[config.mk]
export PLATFORM = sky130hd
export DESIGN_NAME = seq_detector_param
export DESIGN_NICKNAME = d
export VERILOG_FILES = /design/src/rtl/seq_detector_param.sv
export SDC_FILE = /design/constraint.sdc
export NUM_CORES = 1
export LEC_CHECK = 0
export ABC_AREA = 1
export BUFFER_PORTS_ARGS = -buffer_cell sky130_fd_sc_hd__buf_2
export CAP_MARGIN = 0
export CELL_PAD_IN_SITES_DETAIL_PLACEMENT = 2
export CELL_PAD_IN_SITES_GLOBAL_PLACEMENT = 2
export CORE_MARGIN = 1.5
export CORE_UTILIZATION = 25
export CTS_BUF_LIST = sky130_fd_sc_hd__clkbuf_8
export DETAILED_ROUTE_END_ITERATION = 16
export PLACE_DENSITY = 0.85
export SLEW_MARGIN = 5
export SYNTH_ARGS = -nofsm -noshare
export SYNTH_HDL_FRONTEND = slang
export SYNTH_SLANG_ARGS = --single-unit
[constraint.sdc]
create_clock -name clock -period 1.1 [get_ports clock]
set_input_delay 0 -clock clock [delete_from_list [all_inputs] [get_ports clock]]
set_output_delay 0 -clock clock [all_outputs]
set_load 0.005 [all_outputs]
[src/rtl/seq_detector_param.sv]
// seq_detector_param: runtime-programmable serial pattern detector with registered Moore output.
// Define SEQ_DET_COUNT_EN to build the saturating match counter; otherwise match_count is tied to 0.
module seq_detector_param #(
  parameter int unsigned PAT_LEN = 4,
  parameter logic [PAT_LEN-1:0] PATTERN = PAT_LEN'(4'b1011),
  parameter bit OVERLAP = 1'b1,
  parameter int unsigned CNT_W = 8
) (
  input  logic clock,
  input  logic reset,
  input  logic sequence_in,
  input  logic in_valid,
  input  logic pat_load,
  input  logic [PAT_LEN-1:0] pat_in,
  output logic detector_out,
  output logic [CNT_W-1:0] match_count
);
  localparam int unsigned FW = $clog2(PAT_LEN + 1);
  localparam logic [FW-1:0] FULL = FW'(PAT_LEN);
  logic [PAT_LEN-1:0] pat_reg, pat_n, hist, hist_n, shifted;
  logic [FW-1:0] fill, fill_n;
  logic det, det_n, hit;
  always_ff @(posedge clock) begin
    if (reset) begin
      pat_reg <= PATTERN;
      hist <= '0;
      fill <= '0;
      det <= 1'b0;
    end else begin
      pat_reg <= pat_n;
      hist <= hist_n;
      fill <= fill_n;
      det <= det_n;
    end
  end
  // fill >= PAT_LEN-1 means this bit completes a full window of valid history
  always_comb begin
    shifted = {hist[PAT_LEN-2:0], sequence_in};
    hit = (fill >= FW'(PAT_LEN - 1)) && (shifted == pat_reg);
    pat_n = pat_load ? pat_in : pat_reg;
    hist_n = pat_load ? '0 : in_valid ? shifted : hist;
    fill_n = pat_load ? '0 :
             !in_valid ? fill :
             (hit && !OVERLAP) ? '0 :
             (fill == FULL) ? fill : fill + FW'(1);
    det_n = !pat_load && in_valid && hit;
  end
`ifdef SEQ_DET_COUNT_EN
  logic [CNT_W-1:0] cnt;
  always_ff @(posedge clock) begin
    if (reset) cnt <= '0;
    else if (det_n && cnt != '1) cnt <= cnt + CNT_W'(1);
  end
`endif
  always_comb begin
    detector_out = det;
`ifdef SEQ_DET_COUNT_EN
    match_count = cnt;
`else
    match_count = '0;
`endif
  end
endmodule

Word level (Yosys, flattened, before mapping)
Index checks and enable logic that the tools add are counted.
Word-level totals
  output and inout port bits: 9
  word-level logic and storage cells: 15
  input port bits: 9
  flip-flop bits (word level): 11
Cells by class
  eq/ne operators: 2
  add/subtract/negate cells: 1
  bitwise operators: 1
  $lt $le $gt $ge: 1
  reduce and logical (&&, ||, !) cells: 6
Operator list (number)
  4-bit equality test: 1
  3-bit by 1-bit adder with 3-bit output (second input constant): 1
  3-bit equality test (second input constant): 1
  3-bit by 2-bit greater-or-equal comparator with 1-bit output (second input constant): 1
  1-bit logical AND: 3
  2-bit AND reduction: 1
  2-bit OR reduction: 1
  1-bit logical NOT: 1
  1-bit inverter: 1

Logic depth before layout (Yosys ltp)
  depth after elaboration: 3
  gate-level depth with buffers: 8
  gate-level depth less buffers: 8

Least setup slack after synthesis
Ideal clock, no wire load.
  kind: reg-to-reg
  from: register fill[0]
  to: register det, in the netlist detector_out
  slack: 22 ps
  clock period less this slack: 1078 ps
  path buffers: 0
  required time: 988 ps
  cell stages (with the launch flop): 9
  data arrival time: 965 ps
  path through: dfxtp_1 -> ha_1 -> ha_1 -> nor2_1 -> nand2_1 -> nand2_1 -> inv_1 -> nand2_1 -> nor2_2
On the way
  longest elaborated chain between the ends: 3
Ends and longest elaborated chain
  from (decl): line 21  | logic [FW-1:0] fill, fill_n;
  from (signal assigned): line 32  | fill <= fill_n;
  3-bit by 2-bit greater-or-equal comparator with 1-bit output: line 39  | hit = (fill >= FW'(PAT_LEN - 1)) && (shifted == pat_reg);
  1-bit logical AND: line 39
  1-bit logical AND: line 46  | det_n = !pat_load && in_valid && hit;
  to (signal assigned): line 33  | det <= det_n;
  to (decl): line 22  | logic det, det_n, hit;
No other way between the ends.
A chain may end at the register's enable or synchronous reset.

Final worst setup path
  from: register fill[1]
  to: register fill[0]
On the way
  longest elaborated chain between the ends: 3
Ends and longest elaborated chain
  3-bit equality test: line 45  | (fill == FULL) ? fill : fill + FW'(1);
  1-bit inverter (no source line)
  2-bit AND reduction (no source line)
No other way between the ends.

==> run metrics <==
Gate Count Post-Synth=between 80 and 90; Synth Register Bits=11; sequential power share=0.438; mux share of post-synthesis cell area=0; Clock Path Buffers=2; critical path endpoint category=flop; Final Hold Fails=0; worst min-delay path class=input pin to flop; Synth cell types=17; Die H=52.4 um; Highest Clock Rate=between 900 and 1000 MHz; number of diodes=0; DR DRC count=0; Final ANT Viol Nets=0; max_cap viols=0; Die Wd=approximately 52 um; routed via count=around 550; Placed Instances=123; Total Wirelength=about 1500 um; I/O pins=18; Clock Skews=just under 0.003 ns; leakage=0.393 nW; root buf cell=clkbuf_8; switching power of the nets=0.254 mW; xor-xnor portion of the synthesized cell area=0; hold path depth=3; M3 GR Usage=0.0343; post-synthesis area per instance=7.10 um2; routing usage on met1=0.146; initial antenna violation count=0; Vias/cell=about 4.2; IR drop worst, VDD=530 uV; Detailed Place HPWL=about 1100 um; gr usage total=0.136; Tcrit/Tclk final=0.977; port bufs=9; HP Start=pat_in[2]; Worst Path Arrival=1.20 ns; main combinational cell family by area after synthesis=simple AND/OR/NAND/NOR gates; Layout Utilization=0.355; total grt overflow=0; GR peak layer=met2; Hold Path Sink=pat_reg[2]; Synth Warn #=0; Period minus WS final=between 1 and 1.5 ns; drt first pass iters=2; Starting Density=0.271; Seq/Total Area, Yosys=0.361; crit-path max FO=5; final setup vio count=0; H-tree Lvls=1; R2R setup slack=between 0.02 and 0.03 ns; CTS clk-pin slew, worst paths=approximately 0.050 ns; Adder-Cell Fraction of Synth Area=0.0615; CTS tree=done; Worst Reg-to-Reg Cells=6; worst skew pair latency=between 0.2 and 0.25 ns; highest-count cells in the layout ignoring fill and taps=nand2_1, inv_1, dfxtp_1, buf_2, conb_1; row count=17; area delta synth->final=30.9%; Combinational Power Share=0.146; Die ar.=2750 um2; crit path kind=flop to flop; Sw Share=0.259; Core Area=between 2000 and 2500 um2; vias in the first global route=630; R2R Path End=fill[0]; Initial DRC Count=3; Synth Area in Compound Gates=0.133; met2 Resource Use GR=0.246; Routed WL per cell=11.5 um; Simple-Gate Fraction of Synth Area=0.230; Pwr Density=between 1000 and 1500 nW/um2; result of the run=finished clean; internal power=approximately 0.73 mW; Critical Path RT=roughly 1.2 ns; Final Instance Count excl. Fillers=roughly 130; clock sinks=11; share of cells above drive strength 1=0.288; Max Slew Vio Count=0; gpl congestion=approximately 0.70; max FFs per register=4; CTS Buf Count=3; Mapped Area=about 600 um2; nature of the critical path startpoint=flop; most common cell after layout, fill and taps aside=nand2_1; fin nets=about 120; first-pass GRT wire length=~2700 um; worst reg2reg startpoint=fill[1]; clock share of power=0.416; Total Power=0.979 mW; largest net degree at the start of global routing=10; RSZ-0062 raised after global routing=yes
-- per-stage QoR --
step	instance area, um2	hold slack [ns]	setup TNS [ns]	worst slack [ns]
finish	800	0.00374	0	0.0253
floorplan	637	0.0724	0	0.0221
detailed placement	661	0.224	-0.178	-0.0518
CTS	774	0.00249	0	0.00577
global placement	661	0.217	-0.00475	-0.00475
global route	800	0.0335	-0.107	-0.0374
-- how the worst max path moves through the flow --
stage	from	cells after the start	slack [ns]	to
4_1_cts	fill[1]	8	0.006	detector_out
2_1_floorplan	fill[0]	8	0.02	detector_out
3_5_place_dp	fill[0]	6	-0.05	fill[2]
3_3_place_gp	fill[0]	6	-0.005	fill[2]
5_1_grt	fill[1]	6	-0.04	fill[0]
6_report	fill[1]	6	0.03	fill[0]
-- Yosys cell counts --
library cell	n	area, um2
inv_1	14	52.6
nand2_1	20	75.1
nand4_1	1	6.26
dfxtp_1	11	220
a21oi_1	7	35.0
buf_6	1	11.3
buf_4	8	60.1
conb_1	1	3.75
inv_2	1	3.75
nor2_2	1	6.26
ha_1	3	37.5
nor2_1	8	30.0
a21oi_4	1	16.3
o21ai_0	6	30.0
nand2_2	1	6.26
nand3_1	1	5.00
nor2_4	1	11.3
-- power groups by stage --
stage	clock, mW	combinational (mW)	sequential, mW
floorplan	0	0.0984	0.436
global placement	0	0.112	0.437
detailed placement	0	0.118	0.438
CTS	0.424	0.134	0.430
global route	0.447	0.168	0.431
finish	0.408	0.143	0.429
-- routing by layer --
metal | part of all wire | vias to the layer above
met4 | 0 | 0
met1 | 0.40 | 262
met5 | 0 | -
met2 | 0.58 | 8
li1 | - | 281
met3 | 0.022 | 0
-- what timing repair did --
action | CTS | global route
endpoints found under the hold margin | 3 | 0
endpoints found under the setup margin | 4 | 4
hold buffers | 3 | 0
gates resized for setup | 7 | 6
buffers inserted | 2 | 0
gates cloned | 0 | 0
pin swaps | 4 | 8
-- area by class of cell --
| cell class | count | area (um2) |
|---|---|---|
| clock buffer | 3 | 41.3 |
| tap | 28 | 35.0 |
| inverter | 15 | 56.3 |
| fill | 283 | 1460 |
| sequential | 11 | 228 |
| clock inverter | 1 | 5.00 |
| timing repair buffer | 16 | 105 |
| multi-input combinational | 58 | 329 |
-- critical path, cell delays in order, from the launching register on --
cell and delay (ns):
dfxtp_4 0.37, inv_2 0.05, ha_4 0.16, a21oi_4 0.20, nand2_1 0.08, nand2_1 0.07, nor2_1 0.04
-- cell families (layout without fill, tap and decap cells) --
logic type	count (synthesis)	after routing
adder cells (fa/ha/maj)	3	3
AO/OA/AOI/OAI	14	14
AND/OR/NAND/NOR	33	33
other	1	8
flip-flops	11	11
buffers and inverters	24	35
Note: power is estimated with default switching activity, not from simulation.
